<file path="config.mk">
export PLATFORM = sky130hd
export DESIGN_NAME = capture_reader
export DESIGN_NICKNAME = d
export VERILOG_FILES = /design/src/rtl/capture_reader.sv
export SDC_FILE = /design/constraint.sdc
export NUM_CORES = 1
export LEC_CHECK = 0
export CAP_MARGIN = 20
export CORE_MARGIN = 2
export CORE_UTILIZATION = 33
export CTS_BUF_LIST = sky130_fd_sc_hd__clkbuf_2
export CTS_CLUSTER_SIZE = 8
export DETAILED_ROUTE_END_ITERATION = 6
export SLEW_MARGIN = 10
export SYNTH_ARGS = -nofsm -noshare
export SYNTH_HDL_FRONTEND = slang
export SYNTH_SLANG_ARGS = --single-unit
export TNS_END_PERCENT = 10
</file>
<file path="constraint.sdc">
create_clock -name cfg_clk -period 4.48 [get_ports cfg_clk]
set_input_delay 1.344 -clock cfg_clk [delete_from_list [all_inputs] [get_ports cfg_clk]]
set_output_delay 1.344 -clock cfg_clk [all_outputs]
set_load 0.01 [all_outputs]
</file>
<file path="src/rtl/capture_reader.sv">
// Purpose : reads a circular capture RAM back oldest-sample-first and streams it out on a valid/ready port.
// Latency : first out_valid two clock edges after the edge that samples start; then one word per cycle.
// Backpressure: out_ready low stalls the stream; reads are throttled so a 2-entry buffer never overflows.
// Optional: define CAPTURE_READER_CHECKSUM_EN to append an XOR checksum word after the data words.
module capture_reader #(
   parameter int DATA_WIDTH = 19,
   parameter int BUF_DEPTH  = 1024
) (
   input  logic                  cfg_clk,
   input  logic                  cfg_rstn,
   input  logic                  start,
   input  logic                  abort,
   input  logic                  stop_flag,
   input  logic [15:0]           stop_addr,
   input  logic [15:0]           rd_len,
   output logic                  rd_ce,
   output logic [15:0]           rd_addr,
   input  logic [DATA_WIDTH-1:0] rd_data,
   output logic                  out_valid,
   input  logic                  out_ready,
   output logic [DATA_WIDTH-1:0] out_data,
   output logic                  out_last,
   output logic                  busy,
   output logic                  done,
   output logic                  err
);

   localparam logic [1:0]  IDLE   = 2'd0;
   localparam logic [1:0]  READ   = 2'd1;
   localparam logic [1:0]  DRAIN  = 2'd2;
   localparam logic [1:0]  FINISH = 2'd3;

   localparam logic [15:0] ADDR_MASK = 16'(BUF_DEPTH - 1);
   localparam logic [17:0] DEPTH_W   = 18'(BUF_DEPTH);
`ifdef CAPTURE_READER_CHECKSUM_EN
   // The checksum travels through the pipeline as one extra read slot.
   localparam logic [17:0] EXTRA_SLOTS = 18'd1;
`else
   localparam logic [17:0] EXTRA_SLOTS = 18'd0;
`endif

   // Reset is asserted asynchronously but released on a clock edge.
   logic [1:0] rst_sync;
   logic       core_rstn;

   logic [1:0]  state;
   logic [1:0]  state_nxt;
   logic [17:0] slots_left;
   logic [15:0] rd_addr_q;
   logic        infl_vld;
   logic        infl_last;
   logic        err_q;

   logic [1:0][DATA_WIDTH-1:0] buf_dat;
   logic [1:0]                 buf_last;
   logic                       wr_ptr;
   logic                       rd_ptr;
   logic [1:0]                 buf_cnt;

   logic                  push;
   logic                  pop;
   logic [2:0]            committed;
   logic                  issue;
   logic                  last_slot;
   logic                  csum_slot;
   logic                  start_ok;
   logic [17:0]           len_w;
   logic [17:0]           word_cnt;
   logic [17:0]           total_slots;
   logic [DATA_WIDTH-1:0] push_dat;

`ifdef CAPTURE_READER_CHECKSUM_EN
   logic                  infl_csum;
   logic [DATA_WIDTH-1:0] csum_q;
`endif

   // Two-flop release synchroniser for the internal reset.
   always_ff @(posedge cfg_clk or negedge cfg_rstn) begin
      if (!cfg_rstn) begin
         rst_sync <= 2'b00;
      end else begin
         rst_sync <= {rst_sync[0], 1'b1};
      end
   end

   assign core_rstn = rst_sync[1];

   assign push      = infl_vld;
   assign pop       = (buf_cnt != 2'd0) && out_ready;
   // Entries that will be held after this cycle's pop, plus the read already on its way.
   // Counting the pop lets a read issue alongside a transfer, giving 1 word/cycle.
   assign committed = {1'b0, buf_cnt} - {2'b00, pop} + {2'b00, infl_vld};
   assign last_slot = (slots_left == 18'd1);
   assign issue     = (state == READ) && (slots_left != 18'd0) && (committed < 3'd2);
`ifdef CAPTURE_READER_CHECKSUM_EN
   assign csum_slot = last_slot;
   assign push_dat  = infl_csum ? csum_q : rd_data;
`else
   assign csum_slot = 1'b0;
   assign push_dat  = rd_data;
`endif
   assign rd_ce     = issue && !csum_slot;

   assign start_ok    = (state == IDLE) && start && !abort && stop_flag;
   assign len_w       = {2'b00, rd_len};
   assign word_cnt    = (len_w > DEPTH_W) ? DEPTH_W : len_w;
   assign total_slots = word_cnt + EXTRA_SLOTS;

   // Next-state logic; abort overrides everything, including a same-cycle start.
   always_comb begin
      state_nxt = state;
      case (state)
         IDLE: begin
            if (start_ok) begin
               state_nxt = (total_slots == 18'd0) ? FINISH : READ;
            end
         end
         READ: begin
            if (issue && last_slot) begin
               state_nxt = DRAIN;
            end
         end
         DRAIN: begin
            if (pop && out_last) begin
               state_nxt = FINISH;
            end
         end
         default: begin
            state_nxt = IDLE;
         end
      endcase
      if (abort) begin
         state_nxt = IDLE;
      end
   end

   // FSM, read address generator and the in-flight read tracker.
   always_ff @(posedge cfg_clk or negedge core_rstn) begin
      if (!core_rstn) begin
         state      <= IDLE;
         slots_left <= 18'd0;
         rd_addr_q  <= 16'd0;
         infl_vld   <= 1'b0;
         infl_last  <= 1'b0;
      end else begin
         state <= state_nxt;
         if (abort) begin
            // Any read still returning from the RAM is discarded.
            slots_left <= 18'd0;
            infl_vld   <= 1'b0;
            infl_last  <= 1'b0;
         end else if (start_ok) begin
            // Oldest sample sits just after the last written address.
            rd_addr_q  <= (stop_addr + 16'd1) & ADDR_MASK;
            slots_left <= total_slots;
            infl_vld   <= 1'b0;
            infl_last  <= 1'b0;
         end else begin
            infl_vld  <= issue;
            infl_last <= issue && last_slot;
            if (rd_ce) begin
               rd_addr_q <= (rd_addr_q + 16'd1) & ADDR_MASK;
            end
            if (issue) begin
               slots_left <= slots_left - 18'd1;
            end
         end
      end
   end

   // Two-entry output buffer fed by the returning reads.
   always_ff @(posedge cfg_clk or negedge core_rstn) begin
      if (!core_rstn) begin
         buf_dat  <= '0;
         buf_last <= 2'b00;
         wr_ptr   <= 1'b0;
         rd_ptr   <= 1'b0;
         buf_cnt  <= 2'd0;
      end else if (abort) begin
         wr_ptr  <= 1'b0;
         rd_ptr  <= 1'b0;
         buf_cnt <= 2'd0;
      end else begin
         if (push) begin
            buf_dat[wr_ptr]  <= push_dat;
            buf_last[wr_ptr] <= infl_last;
            wr_ptr           <= ~wr_ptr;
         end
         if (pop) begin
            rd_ptr <= ~rd_ptr;
         end
         buf_cnt <= buf_cnt + {1'b0, push} - {1'b0, pop};
      end
   end

   // Illegal start: readback requested before the trigger has stopped capture.
   always_ff @(posedge cfg_clk or negedge core_rstn) begin
      if (!core_rstn) begin
         err_q <= 1'b0;
      end else begin
         err_q <= (state == IDLE) && start && !abort && !stop_flag;
      end
   end

`ifdef CAPTURE_READER_CHECKSUM_EN
   // Running XOR of every data word entering the buffer; tag marks the checksum slot.
   always_ff @(posedge cfg_clk or negedge core_rstn) begin
      if (!core_rstn) begin
         csum_q    <= '0;
         infl_csum <= 1'b0;
      end else begin
         infl_csum <= !abort && !start_ok && issue && csum_slot;
         if (start_ok) begin
            csum_q <= '0;
         end else if (push && !infl_csum) begin
            csum_q <= csum_q ^ rd_data;
         end
      end
   end
`endif

   assign rd_addr   = rd_addr_q;
   assign out_valid = (buf_cnt != 2'd0);
   assign out_data  = buf_dat[rd_ptr];
   assign out_last  = out_valid && buf_last[rd_ptr];
   assign busy      = (state != IDLE);
   assign done      = (state == FINISH) && !abort;
   assign err       = err_q;

endmodule
</file>
==> flow_summary.ini, run 1 <==
[setup_path]
startpoint = out_ready
path_delay_family = adder cells
reg2regPathDepth = 14
r2r-end = state[1]$_DFFE_PN0P_
arrival_ps = 2970
crit_end = rd_ce
worstPathRequired_ps = 3140
r2r_setup_slack_ps = 1310
cp.depth = 12
cp_slowest_cell = fa_2
path_cells = clkbuf_2 > and2_4 > ha_4 > inv_2 > ha_4 > inv_2 > fa_2 > xnor2_2 > and3_4 > o21ai_4 > inv_2 > buf_6
worstSetupPathType = in2out
critPathMaxStageDelay_ps = 340
rr_startpoint = buf_cnt[1]$_DFF_PN0_
crit_fanout = 2
path_buf_inv = 5
worst_path_most_repeated_cell = inv_2
worstSetupStartpointType = input port
worstSetupEndpointType = primary output

[timing]
relSlewSlack = 0.347
setup_viol = 0
fin_crit_ps = 4310
worst_pin_slew_ps = 979
period_share = 0.963
rsz0062_at_grt = no
fin_worst_skew_ps = 23.1
final_max_slew_viol_count = 0
hold_viol_final = 0
fin_tns_setup_ps = 0
fmax_mhz = 232

[route]
drt_first_pass_iters = 4
ant_nets = 0
drt_iter0_drc = 198
vias = 3609
vias_per_cell = 5.17
wl_per_cell_microns = 16.1
drc = 0
drt_wl_total_microns = 11200

[synthesis]
async_reset_ff_frac = 1.00
synth_warnings = 0
netlist_area_sq_um = 4490
yosysSeqAreaShare = 0.440
ys_ff_latch = 79
synthFlopType = dfrtp_1
avgSynthCellArea_sq_um = 10.5
synth_edf_count = 0
syn_inst = 429
synthDistinctLibCells = 65

[floorplanning]
chipWidth_microns = 121
dieHeight_microns = 121
core_region_area_sq_um = 13300
initial_core_util = 0.338
num_rows = 42
ios = 98
die_area_sq_um = 14600

[finish]
final_cell_mix = clkdlybuf4s50_1 (83), dfrtp_1 (78), mux2_2 (59)
regArea_sq_um = 1980
area_growth_syn_to_layout_pct = 27.8
layout-drive-gt1-share = 0.224
fillCellCount = 1278
layout_commonest_cell = clkdlybuf4s50_1
utilization = 0.432
diodes = 0
layout.nets = 586
multi_input_area_sq_um = 2360
final_cell_area_sq_um = 5740

[clock_network]
clk_latency_ps = 570
cts-hold-fix-buffers = 0
h-tree-depth = 3
cts_root_buf = clkbuf_2
clk_pin_slew_worst_paths_ps = 240
cts_tree = done
cts_made_buffers = 9
cts.sink_count = 79
cts.path.max_buffers = 2

[grt]
grt_pass1_vias = 3665
grt_pass1_wl_microns = 18200
grt_usage = 0.161
overflow = 0
grt_max_degree = 78
antenna_found_initial = 0

[flow_run]
maxCapViolations = 0

[placed_design]
dp_hpwl_microns = 7880
placed_cell_area_sq_um = 5540
place_congestion = 0.840
portBuffers = 85

[pwr]
peakVddDrop_mv = 0.271
p_per_area_nw_per_um2 = 612
leakage_nw = 2.48

[status]
status = finished clean

[min_path]
holdCritPathClass = reg2async
## how the worst min path moves through the flow
stage	endpoint	cells after the start	start	slack, ps
final	state[0]$_DFFE_PN0P_	0	rst_sync[1]$_DFF_PN0_	310
after global routing	rd_addr[4]$_DFFE_PN0P_	0	rst_sync[1]$_DFF_PN0_	360
after CTS	rst_sync[1]$_DFF_PN0_	0	rst_sync[0]$_DFF_PN0_	390
after detailed placement	rst_sync[1]$_DFF_PN0_	0	rst_sync[0]$_DFF_PN0_	340
after global placement	rst_sync[1]$_DFF_PN0_	0	rst_sync[0]$_DFF_PN0_	340
after floorplan	rst_sync[1]$_DFF_PN0_	0	rst_sync[0]$_DFF_PN0_	330
## cell usage after synthesis (all sizes together), types with 2 or more instances
cell type,n,area (sq um)
dfrtp,79,1980
mux2,59,664
nand2,31,116
nor2,24,97.6
inv,19,71.3
nor3,18,101
a21oi,16,80.1
clkbuf,16,70.1
o21ai,16,83.8
buf,14,83.8
ha,11,138
nand3,10,50.1
nor4,10,75.1
xor2,8,70.1
nand4,7,50.1
nor3b,7,57.6
or4,7,52.6
xnor2,6,52.6
a41oi,4,35.0
and2,4,25.0
and3,4,25.0
o211ai,4,30.0
o22ai,4,25.0
a221oi,3,26.3
a2bb2oi,3,26.3
a31oi,3,18.8
mux2i,3,30.0
o2111ai,3,26.3
o31ai,3,22.5
o41ai,3,52.6
or3,3,23.8
a211oi,2,15.0
a21o,2,15.0
a22o,2,17.5
and4,2,18.8
conb,2,7.51
nand2b,2,12.5
nor2b,2,12.5
o311ai,2,17.5
## sequential cells by signal, indices dropped and copies added, names as in the netlist
register	count
slots_left	18
err	1
buf_cnt	2
rst_sync	2
buf_last	2
rd_addr	10
buf_dat	38
wr_ptr	1
infl_last	1
infl_vld	1
rd_ptr	1
state	2
## routing by layer
metal / GRT usage / wire length (microns) / up-vias
met4: 0.0436 / 152 / 0
met3: 0.0462 / 485 / 14
met1: 0.192 / 4980 / 1779
met5: 0 / 0 / -
met2: 0.282 / 5600 / 87
li1: - / - / 1729
## final cells by class
cell class,instances,area share
Multi-Input combinational cell,306,0.412
Sequential cell,79,0.345
Timing Repair Buffer,102,0.172
Tap cell,176,0.0384
Clock inverter,7,0.0124
Inverter,19,0.0124
Clock buffer,9,0.00785
## metrics by stage
| stage | total power, mW | hold slack [ps] | setup slack, ps | instances |
|---|---|---|---|---|
| after global routing | 3.79 | 357 | 9.61 | 698 |
| after floorplan | 2.36 | 331 | 39.4 | 434 |
| after CTS | 3.54 | 391 | 25.9 | 696 |
| after global placement | 3.00 | 338 | -737 | 679 |
| after detailed placement | 3.05 | 343 | -781 | 679 |
| final | 3.51 | 313 | 168 | 698 |
## timing repair
item | in CTS | in global routing
pin swaps | 3 | 3
setup endpoints to repair | 1 | 1
resized for setup | 17 | 1
setup buffers | 1 | 1
## logic make-up (layout without fill, tap and decap cells)
group           after synthesis  count (layout)  share of synthesized area
flops                        79              79                      0.440
fa+ha+maj                    12              12                     0.0351
mux                          62              62                      0.155
compound gates               76              76                      0.121
xor+xnor                     14              14                     0.0273
other cells                   2               7                    0.00167
simple gates                135             135                      0.170
buf+inv                      49             137                     0.0501
## power by group
group | total (mW) | leakage [nW] | internal (mW) | switching (mW)
clock | 0.404 | 0.0680 | 0.130 | 0.274
sequential | 1.18 | 1.06 | 0.935 | 0.243
combinational | 1.93 | 1.36 | 0.952 | 0.981
Note: power is estimated with default switching activity, not from simulation.
==> inputs of run 2 (changes only) <==
--- a/config.mk
+++ b/config.mk
@@ -9,7 +9,6 @@
 export CORE_MARGIN = 2
 export CORE_UTILIZATION = 33
 export CTS_BUF_LIST = sky130_fd_sc_hd__clkbuf_2
-export CTS_CLUSTER_SIZE = 8
 export DETAILED_ROUTE_END_ITERATION = 6
 export SLEW_MARGIN = 10
 export SYNTH_ARGS = -nofsm -noshare
==> results of run 2 <==
The final DEF is identical to that of run 1; final timing and power are the same.
